[config.mk]
export PLATFORM = sky130hd
export DESIGN_NAME = tof_range_poller_flat
export DESIGN_NICKNAME = d
export VERILOG_FILES = /design/src/rtl/tof_range_poller_if.sv /design/src/rtl/tof_range_poller.sv /design/src/flat_wrapper.sv
export SDC_FILE = /design/constraint.sdc
export NUM_CORES = 1
export LEC_CHECK = 0
export CORE_UTILIZATION = 49
export DETAILED_ROUTE_END_ITERATION = 16
export MAX_ROUTING_LAYER = met4
export PLACE_DENSITY = 0.8
export SKIP_LAST_GASP = 1
export SLEW_MARGIN = 20
export SYNTH_ARGS = -nofsm -noshare
export SYNTH_HDL_FRONTEND = slang
export SYNTH_SLANG_ARGS = --single-unit
export TNS_END_PERCENT = 5
[constraint.sdc]
create_clock -name clock -period 2.6 [get_ports clock]
set_clock_uncertainty 0.1 [all_clocks]
set_input_delay 0.78 -clock clock [delete_from_list [all_inputs] [get_ports clock]]
set_output_delay 0.78 -clock clock [all_outputs]
set_load 0.02 [all_outputs]
[src/rtl/tof_range_poller_if.sv]
// tof_range_poller_if: command/response bundle between the poller and the I2C master engine
interface tof_range_poller_if;
  logic        i2c_start;
  logic [6:0]  i2c_slave_address;
  logic [15:0] i2c_register_address;
  logic [7:0]  i2c_data_in;
  logic        i2c_is_read;
  logic [9:0]  i2c_nb_of_bytes;
  logic        i2c_ready;
  logic [15:0] i2c_data_out;
  logic        i2c_error;
  modport master (
    output i2c_start, i2c_slave_address, i2c_register_address, i2c_data_in, i2c_is_read, i2c_nb_of_bytes,
    input  i2c_ready, i2c_data_out, i2c_error
  );
  modport slave (
    input  i2c_start, i2c_slave_address, i2c_register_address, i2c_data_in, i2c_is_read, i2c_nb_of_bytes,
    output i2c_ready, i2c_data_out, i2c_error
  );
endinterface

[src/rtl/tof_range_poller.sv]
// tof_range_poller: starts ToF ranging, polls data-ready status, reads the 16-bit distance
module tof_range_poller #(
  parameter logic [6:0]  SLAVE_ADDR       = 7'h29,
  parameter logic [15:0] START_REG        = 16'h0087,
  parameter logic [7:0]  START_VAL        = 8'h40,
  parameter logic [15:0] STATUS_REG       = 16'h0031,
  parameter int          STATUS_BIT       = 0,
  parameter logic        STATUS_READY_VAL = 1'b0,
  parameter logic [15:0] DIST_REG         = 16'h0096,
  parameter logic [15:0] POLL_INTERVAL    = 16'd5000,
  parameter logic [7:0]  MAX_POLLS        = 8'd100,
  parameter logic [19:0] TXN_TIMEOUT      = 20'd200000
) (
  input  logic                clock,
  input  logic                reset,
  input  logic                enable,
  input  logic                continuous,
  tof_range_poller_if.master  bus,
  output logic [15:0]         distance,
  output logic                distance_valid,
  output logic                busy,
  output logic                error,
  output logic [1:0]          error_code
);
  localparam logic [2:0] IDLE = 3'd0, WR_START = 3'd1, POLL_WAIT = 3'd2, RD_STATUS = 3'd3,
                         RD_DIST = 3'd4, RESULT = 3'd5, ERR = 3'd6;
  logic [2:0]  state_q, state_d;
  logic [19:0] cnt_q, cnt_d;
  logic [7:0]  polls_q, polls_d;
  logic        cont_q, cont_d, start_q, start_d, rd_q, rd_d;
  logic [15:0] reg_q, reg_d, dist_q, dist_d;
  logic [7:0]  din_q, din_d;
  logic [9:0]  nb_q, nb_d;
  logic [1:0]  code_q, code_d;
  logic        txn, done, status_ready;
  assign txn = state_q inside {WR_START, RD_STATUS, RD_DIST};
  assign done = cnt_q >= 20'd2 && bus.i2c_ready;
  assign status_ready = bus.i2c_data_out[STATUS_BIT] == STATUS_READY_VAL;
  // Next-state logic; cnt times both the poll interval and the in-flight transaction
  always_comb begin
    state_d = state_q;
    cnt_d   = cnt_q + 20'd1;
    polls_d = polls_q;
    cont_d  = cont_q;
    start_d = 1'b0;
    reg_d   = reg_q;
    din_d   = din_q;
    rd_d    = rd_q;
    nb_d    = nb_q;
    dist_d  = dist_q;
    code_d  = code_q;
    case (state_q)
      IDLE: if (enable) begin
        state_d = WR_START;
        cont_d  = continuous;
      end
      WR_START: if (done) begin
        state_d = POLL_WAIT;
        polls_d = '0;
      end
      POLL_WAIT: if (cnt_q == {4'd0, POLL_INTERVAL - 16'd1}) state_d = RD_STATUS;
      RD_STATUS: if (done) begin
        if (status_ready) state_d = RD_DIST;
        else if (polls_q + 8'd1 == MAX_POLLS) begin
          state_d = ERR;
          code_d  = 2'd3;
        end else begin
          state_d = POLL_WAIT;
          polls_d = polls_q + 8'd1;
        end
      end
      RD_DIST: if (done) begin
        state_d = RESULT;
        dist_d  = bus.i2c_data_out;
      end
      RESULT: begin
        state_d = cont_q && enable ? POLL_WAIT : IDLE;
        polls_d = '0;
      end
      ERR: if (!enable) begin
        state_d = IDLE;
        code_d  = '0;
      end
      default: state_d = IDLE;
    endcase
    if (txn && bus.i2c_error) begin
      state_d = ERR;
      code_d  = 2'd2;
      dist_d  = dist_q;
    end else if (txn && !done && cnt_q == TXN_TIMEOUT - 20'd1) begin
      state_d = ERR;
      code_d  = 2'd1;
    end
    if (state_d != state_q) cnt_d = '0;
    if (state_d != state_q && state_d inside {WR_START, RD_STATUS, RD_DIST}) begin
      start_d = 1'b1;
      reg_d   = state_d == WR_START ? START_REG : state_d == RD_STATUS ? STATUS_REG : DIST_REG;
      din_d   = state_d == WR_START ? START_VAL : 8'h00;
      rd_d    = state_d != WR_START;
      nb_d    = state_d == RD_DIST ? 10'd2 : 10'd1;
    end
  end
  // State and registered command outputs; reset abandons any in-flight transaction
  always_ff @(posedge clock) begin
    if (!reset) begin
      state_q <= IDLE;
      cnt_q   <= '0;
      polls_q <= '0;
      cont_q  <= 1'b0;
      start_q <= 1'b0;
      reg_q   <= '0;
      din_q   <= '0;
      rd_q    <= 1'b0;
      nb_q    <= '0;
      dist_q  <= '0;
      code_q  <= '0;
    end else begin
      state_q <= state_d;
      cnt_q   <= cnt_d;
      polls_q <= polls_d;
      cont_q  <= cont_d;
      start_q <= start_d;
      reg_q   <= reg_d;
      din_q   <= din_d;
      rd_q    <= rd_d;
      nb_q    <= nb_d;
      dist_q  <= dist_d;
      code_q  <= code_d;
    end
  end
  assign bus.i2c_start            = start_q;
  assign bus.i2c_slave_address    = SLAVE_ADDR;
  assign bus.i2c_register_address = reg_q;
  assign bus.i2c_data_in          = din_q;
  assign bus.i2c_is_read          = rd_q;
  assign bus.i2c_nb_of_bytes      = nb_q;
  assign distance       = dist_q;
  assign distance_valid = state_q == RESULT;
  assign busy           = !(state_q inside {IDLE, ERR});
  assign error          = state_q == ERR;
  assign error_code     = code_q;
endmodule

[src/flat_wrapper.sv]
// flat-port wrapper written by rule: the top's interface ports become plain ports
module tof_range_poller_flat 
#(
  parameter logic [6:0]  SLAVE_ADDR       = 7'h29,
  parameter logic [15:0] START_REG        = 16'h0087,
  parameter logic [7:0]  START_VAL        = 8'h40,
  parameter logic [15:0] STATUS_REG       = 16'h0031,
  parameter int          STATUS_BIT       = 0,
  parameter logic        STATUS_READY_VAL = 1'b0,
  parameter logic [15:0] DIST_REG         = 16'h0096,
  parameter logic [15:0] POLL_INTERVAL    = 16'd5000,
  parameter logic [7:0]  MAX_POLLS        = 8'd100,
  parameter logic [19:0] TXN_TIMEOUT      = 20'd200000
)
  (clock, reset, enable, continuous, distance, distance_valid, busy, error, error_code, bus_i2c_start, bus_i2c_slave_address, bus_i2c_register_address, bus_i2c_data_in, bus_i2c_is_read, bus_i2c_nb_of_bytes, bus_i2c_ready, bus_i2c_data_out, bus_i2c_error);
  tof_range_poller_if bus_i ();
  input  logic clock;
  input  logic reset;
  input  logic enable;
  input  logic continuous;
  output logic [15:0] distance;
  output logic distance_valid;
  output logic busy;
  output logic error;
  output logic [1:0] error_code;
  output wire logic [$bits(bus_i.i2c_start)-1:0] bus_i2c_start;
  output wire logic [$bits(bus_i.i2c_slave_address)-1:0] bus_i2c_slave_address;
  output wire logic [$bits(bus_i.i2c_register_address)-1:0] bus_i2c_register_address;
  output wire logic [$bits(bus_i.i2c_data_in)-1:0] bus_i2c_data_in;
  output wire logic [$bits(bus_i.i2c_is_read)-1:0] bus_i2c_is_read;
  output wire logic [$bits(bus_i.i2c_nb_of_bytes)-1:0] bus_i2c_nb_of_bytes;
  input wire logic [$bits(bus_i.i2c_ready)-1:0] bus_i2c_ready;
  input wire logic [$bits(bus_i.i2c_data_out)-1:0] bus_i2c_data_out;
  input wire logic [$bits(bus_i.i2c_error)-1:0] bus_i2c_error;
  assign bus_i2c_start = bus_i.i2c_start;
  assign bus_i2c_slave_address = bus_i.i2c_slave_address;
  assign bus_i2c_register_address = bus_i.i2c_register_address;
  assign bus_i2c_data_in = bus_i.i2c_data_in;
  assign bus_i2c_is_read = bus_i.i2c_is_read;
  assign bus_i2c_nb_of_bytes = bus_i.i2c_nb_of_bytes;
  assign bus_i.i2c_ready = bus_i2c_ready;
  assign bus_i.i2c_data_out = bus_i2c_data_out;
  assign bus_i.i2c_error = bus_i2c_error;
  tof_range_poller #(.SLAVE_ADDR(SLAVE_ADDR), .START_REG(START_REG), .START_VAL(START_VAL), .STATUS_REG(STATUS_REG), .STATUS_BIT(STATUS_BIT), .STATUS_READY_VAL(STATUS_READY_VAL), .DIST_REG(DIST_REG), .POLL_INTERVAL(POLL_INTERVAL), .MAX_POLLS(MAX_POLLS), .TXN_TIMEOUT(TXN_TIMEOUT)) u_core (.clock(clock), .reset(reset), .enable(enable), .continuous(continuous), .bus(bus_i), .distance(distance), .distance_valid(distance_valid), .busy(busy), .error(error), .error_code(error_code));
endmodule
==> flow_metrics.tcl, run 1 <==
set metrics [dict create \
    status "completed" \
    synthArstFlopShare_pct 0 \
    gr-usage-all-layers_pct 21.3 \
    dp_hpwl_um 5070 \
    hold_end "u_core.bus.i2c_register_address[0]" \
    ys_ff_latch 58 \
    hold_start "u_core.bus.i2c_register_address[0]" \
    layout-drive-gt1-share_pct 19.1 \
    core_area_sq_mm 0.00635 \
    yosysWarnings 0 \
    syn-cell-area_sq_mm 0.00322 \
    timing.final.crit_share_pct 98.3 \
    yosysUniqueCellTypes 61 \
    peakVddDrop_mv 0.440 \
    synth-xor-area-share_pct 5.16 \
    cts_buffers 9 \
    hold_slack_ps 376 \
    wl_met2_um 3280 \
    finalPower_w 0.00333 \
    synth_ff_type "dfxtp_1" \
    io_buffer_count 53 \
    globalRouteOverflowTotal 0 \
    die_area_sq_mm 0.00691 \
    start_util_pct 50.8 \
    grt_max_degree 42 \
    cts_tree "done" \
    synth_top_area_cell "dfxtp_1" \
    crit_type "reg -> reg" \
    synth.top_cell.area_share_pct 36.0 \
    drt-initial-drc-count 109 \
    synth_cells 357 \
    synth_compound_area_share_pct 12.5 \
    grt_pass1_wl_um 11600 \
    r2r-end "u_core.bus.i2c_register_address[2]" \
    vias 2633 \
    hold_violations 0 \
    drcViolationCount 0 \
    r2r-start "u_core.cnt_q[0]" \
    clock_sinks 58 \
    syn_area_per_cell_sq_um 9.03 \
    final_nets 454 \
    p_leak_nw 1.65 \
    highest_layer "met4" \
    r2r_cells 9 \
    crit_path_start "u_core.cnt_q[0]" \
    postLayoutCellArea_sq_mm 0.00410 \
    seq_area_frac_synth_pct 36.0 \
    slew_violations 0 \
    dr.pass1.iters 4 \
    htreeDepth 3 \
    timing.setup.tns_ps 0 \
    wl_met1_um 3050 \
    core.rowCount 29 \
    clk_pin_slew_ps 70 \
    cts-root-buf "clkbuf_8" \
    dr_wl_met3_um 303 \
    min-delay-path-class "reg -> reg" \
    power.density_mw_per_mm2 813 \
    rrSetupSlack_ps 40 \
    max_cap_violations 0 \
    die_y_um 83.1 \
    die_x_um 83.1 \
    avgRoutedWirePerCell_um 13.3 \
    drt_wl_total_um 6810 \
    syn2layout_area_growth_pct 27.1 \
    post_cts_buffers 0 \
    ctsHoldBuffers 0 \
    clockBufferDepth 2 \
    max_freq_ghz 0.391 \
    rsz0062_at_grt "yes" \
    routabilityCongestion 0.879 \
    yosys.area_share.simple_pct 28.4 \
    place_area_sq_mm 0.00384 \
    grt_pass1_vias 2517 \
    synthAdderAreaFrac_pct 1.16 \
    cp_max_fo 5 \
    synth_area_leaders "dfxtp_1 (36%), buf_4 (8.6%), mux2i_1 (5.0%)" \
    postRouteAntennaNets 0 \
    final.fill_count 496 \
    synth_top_family_by_area "simple AND/OR/NAND/NOR gates" \
    via_per_inst 5.15 \
    synthMuxAreaShare_pct 4.97 \
    cp-start-kind "flip-flop" \
    worstSkewPairLatency_ps 340 \
    ios 86 \
    whs_path_depth 2 \
    antenna_cells 0 \
    period_minus_slack_ps 2560 \
    antenna_found_initial 0 \
    required_ps 2730 \
    worstPathArrival_ps 2690 \
    setup_viol 0 \
    synth_edf_count 0 \
    endpoint_kind "flip-flop" \
]
[kinds of logic (layout without fill, tap and decap cells)]
logic type / Yosys count / count (layout)
flip-flops: 58 / 58
adder cells (fa/ha/maj): 3 / 3
buffers and inverters: 54 / 101
multiplexers: 16 / 16
AND/OR/NAND/NOR: 148 / 148
AO/OA/AOI/OAI: 57 / 57
other: 2 / 32
XOR/XNOR: 19 / 19
[timing repair]
item | 4_1_cts | 5_1_grt
gates resized for setup | 3 | 1
setup endpoints to repair | 2 | 28
cloned | 0 | 0
[area by class of cell]
| type | count | area [sq um] | share of cell area [%] |
|---|---|---|---|
| multi-input combinational | 275 | 1810 | 44.1 |
| sequential | 58 | 1160 | 28.4 |
| timing repair buffer | 79 | 766 | 18.7 |
| clock buffer | 9 | 124 | 3.02 |
| clock inverter | 7 | 116 | 2.84 |
| tap | 77 | 96.3 | 2.35 |
| inverter | 6 | 22.5 | 0.550 |
[synthesized netlist by cell type (all sizes together), types with 3 or more instances]
cell    instances
dfxtp          58
nand4           6
xnor2          12
nor2           37
nor3            8
a32o            3
a21oi           7
nand3b          5
clkbuf          6
o21ai          18
nand3           9
and2            8
and4            3
o21a            4
nor2b          21
ha              3
inv             6
nor4            4
nor3b           4
and3           10
or3             3
buf            42
a21boi          7
mux2i          16
xor2            7
nand2          22
a31oi           3
[critical path, stage by stage (launching register included)]
cell and delay [ps]:
dfxtp_1 410, inv_1 70, ha_1 190, nor4_1 240, nand2_1 210, o21ai_1 350
o21ai_0 160, a32o_1 300, and3_1 200, a32o_1 220
[worst max path at each step]
stage                                          to  slack (ps)  cells past startpoint
3_5_place_dp   u_core.bus.i2c_register_address[2]        -300                      8
3_3_place_gp   u_core.bus.i2c_register_address[2]        -210                      8
4_1_cts                                     error         -20                      3
2_1_floorplan                    u_core.cnt_q[13]         280                      9
6_report       u_core.bus.i2c_register_address[2]          40                      9
5_1_grt        u_core.bus.i2c_register_address[2]         -70                      9
[report_power, final]
group	switching, W	internal [W]
combinational	0.000684	0.000582
sequential	0.0000784	0.000969
clock	0.000378	0.000636
total	0.00114	0.00219
[per-layer routing]
metal / global-route usage, % / vias up
li1: - / 1324
met1: 25.0 / 1231
met4: 10.0 / 0
met3: 4.97 / 16
met2: 34.7 / 62
met5: - / -
[flip-flops by register name, summed over array words and instances (netlist names)]
name / flops
u_core.cnt_q: 20
u_core.distance: 16
u_core.polls_q: 8
u_core.bus.i2c_register_address: 4
u_core.state_q: 3
u_core.bus.i2c_nb_of_bytes: 2
u_core.error_code: 2
u_core.bus.i2c_data_in: 1
u_core.bus.i2c_start: 1
u_core.cont_q: 1
[layout by cell type, fill, tap and decap left out, types with 6 or more instances in the layout]
master            n
dfxtp_1          56
clkdlybuf4s50_1  52
conb_1           32
buf_4            23
nand2_1          21
nor2b_1          21
nor2_2           20
nor2_1           17
o21ai_0          17
mux2i_1          16
xnor2_1          12
and3_1           10
nand3_1           9
clkbuf_8          9
nor3_1            8
xor2_1            7
and2_1            7
a21boi_0          7
inv_1             6
[stage by stage]
step	cells	util, %	setup WS (ps)
5_1_grt	511	64.5	-68.7
3_3_place_gp	495	60.6	-206
2_1_floorplan	387	-	284
3_5_place_dp	495	60.6	-298
4_1_cts	511	64.5	-21.0
6_report	511	64.5	43.1
Note: power is estimated with default switching activity, not from simulation.
==> run 2: changes to the inputs <==
--- a/config.mk
+++ b/config.mk
@@ -5,6 +5,8 @@
 export SDC_FILE = /design/constraint.sdc
 export NUM_CORES = 1
 export LEC_CHECK = 0
+export CORE_ASPECT_RATIO = 0.7
+export CORE_MARGIN = 5
 export CORE_UTILIZATION = 49
 export DETAILED_ROUTE_END_ITERATION = 16
 export MAX_ROUTING_LAYER = met4
==> run 2 against run 1 <==
Net effect:
- core utilization increased by 0.37 points
- first-iteration DRC count increased by 60%
- hold slack got worse by 3.8 ps
- critical endpoint is now u_core.cnt_q[5]
==> flow_metrics.tcl, run 2 (synthesis results as in run 1) <==
set metrics [dict create \
    status "completed" \
    cpMaxStageDelayCell "clkdlybuf4s50_1" \
    avgRoutedWirePerCell_um 14.7 \
    antenna_cells 0 \
    crit_type "in -> reg" \
    r2r-end "u_core.cnt_q[5]" \
    via_per_inst 5.23 \
    hold_end "u_core.bus.i2c_register_address[0]" \
    ios 86 \
    worstSkewPairLatency_ps 340 \
    dr.pass1.iters 5 \
    peakVddDrop_mv 0.788 \
    gr-usage-all-layers_pct 18.9 \
    antenna_found_initial 0 \
    final.fill_count 540 \
    die_area_sq_mm 0.00833 \
    vias 2672 \
    cts-root-buf "clkbuf_8" \
    grt_pass1_vias 2653 \
    rsz0062_at_grt "yes" \
    io_buffer_count 53 \
    htreeDepth 3 \
    core.rowCount 24 \
    syn2layout_area_growth_pct 26.9 \
    path_delay_family "buffers and inverters" \
    min-delay-path-class "reg -> reg" \
    regMostFlops "u_core.cnt_q" \
    max_cap_violations 0 \
    hold_start "u_core.bus.i2c_register_address[0]" \
    path_buf_inv 2 \
    endpoint_kind "flip-flop" \
    seqCellArea_sq_mm 0.00116 \
    dp_cells 495 \
    cp-start-kind "input port" \
    p_leak_nw 1.63 \
    max_freq_ghz 0.391 \
    dp_hpwl_um 5640 \
    final_nets 453 \
    routabilityCongestion 0.915 \
    cp_max_fo 6 \
    whs_path_depth 2 \
    postRouteAntennaNets 0 \
    grt_pass1_wl_um 12400 \
    dr_wl_met3_um 557 \
    rrSetupSlack_ps 110 \
    hold_violations 0 \
    r2r_cells 8 \
    multi_input_comb_area_sq_mm 0.00181 \
    postLayoutCellArea_sq_mm 0.00409 \
    clock_sinks 58 \
    clockBufferDepth 2 \
    final_common_cell "dfxtp_1" \
    grt_max_degree 22 \
    die_y_um 77.9 \
    clk_pin_slew_ps 60 \
    cts_buffers 9 \
    layout-drive-gt1-share_pct 19.2 \
    setup_viol 0 \
    wl_met2_um 3320 \
    start_util_pct 51.1 \
    largest_reg_flops 20 \
    cts_tree "done" \
    timing.setup.tns_ps 0 \
    fin_cells 511 \
    wl_met1_um 3590 \
    drcViolationCount 0 \
    drt_wl_total_um 7520 \
    worstPathArrival_ps 2690 \
    power.density_mw_per_mm2 827 \
    required_ps 2730 \
    slew_violations 0 \
    globalRouteOverflowTotal 0 \
    timing.final.crit_share_pct 98.3 \
    place_area_sq_mm 0.00383 \
    final_cell_mix "dfxtp_1 (57), clkdlybuf4s50_1 (52), conb_1 (32)" \
    die_x_um 107 \
    core_area_sq_mm 0.00631 \
    r2r-start "u_core.state_q[0]" \
    post_cts_buffers 0 \
    cpPeakStageDelay_ps 550 \
    highest_layer "met4" \
    period_minus_slack_ps 2560 \
    crit_chain "clkdlybuf4s50_1 > nor3b_4 > a211oi_1 > o21a_1 > or3_1 > o2111ai_2 > buf_4 > nor2_2" \
    drt-initial-drc-count 174 \
]
## run 2: layout make-up
class / instances / area share [%]
Clock inverter: 5 / 2.45
Sequential cell: 58 / 28.4
Inverter: 6 / 0.551
Multi-Input combinational cell: 275 / 44.4
Tap cell: 78 / 2.39
Clock buffer: 11 / 3.70
Timing Repair Buffer: 78 / 18.1
## run 2: worst register-to-register path: cells and delay by family (launching register included)
family | cells | cell delay (ps)
simple gates | 5 | 1220
compound gates | 2 | 370
buf+inv | 1 | 220
flops | 1 | 480
## run 2: power by group
part	switching [W]	leakage, nW	internal (W)	total [W]
combinational	0.000695	1.04	0.000597	0.00129
clock	0.000364	0.129	0.000686	0.00105
sequential	0.0000740	0.470	0.000968	0.00104
total	0.00113	1.63	0.00225	0.00338
## run 2: per-stage QoR
step	setup WS [ps]	power [W]	hold WS [ps]	util (%)
CTS	18.8	0.00339	380	64.6
finish	44.5	0.00338	372	64.9
global route	-23.2	0.00357	423	64.9
global placement	-214	0.00230	358	60.7
detailed placement	-268	0.00233	367	60.7
floorplan	284	0.00189	344	-
## run 2: repair_timing
action | in CTS | in global routing
endpoints found under the hold margin | 0 | 0
hold buffers | 0 | 0
resized for setup | 1 | 5
pin swaps | 0 | 2
setup endpoints to repair | 1 | 34
## run 2: worst max-delay path by stage
stage,slack [ps],cells after the start,to,from
2_1_floorplan,280,9,u_core.cnt_q[13],u_core.cnt_q[0]
3_3_place_gp,-210,8,u_core.cnt_q[3],enable
3_5_place_dp,-270,8,u_core.cnt_q[5],enable
4_1_cts,20,2,distance_valid,u_core.state_q[2]
5_1_grt,-20,8,u_core.cnt_q[2],enable
6_report,40,8,u_core.cnt_q[5],enable
## run 2: metal layers
| metal | GRT usage [%] | up-vias |
|---|---|---|
| met4 | 6.64 | 0 |
| met5 | - | - |
| met3 | 6.05 | 6 |
| met2 | 28.3 | 113 |
| li1 | - | 1315 |
| met1 | 24.0 | 1238 |
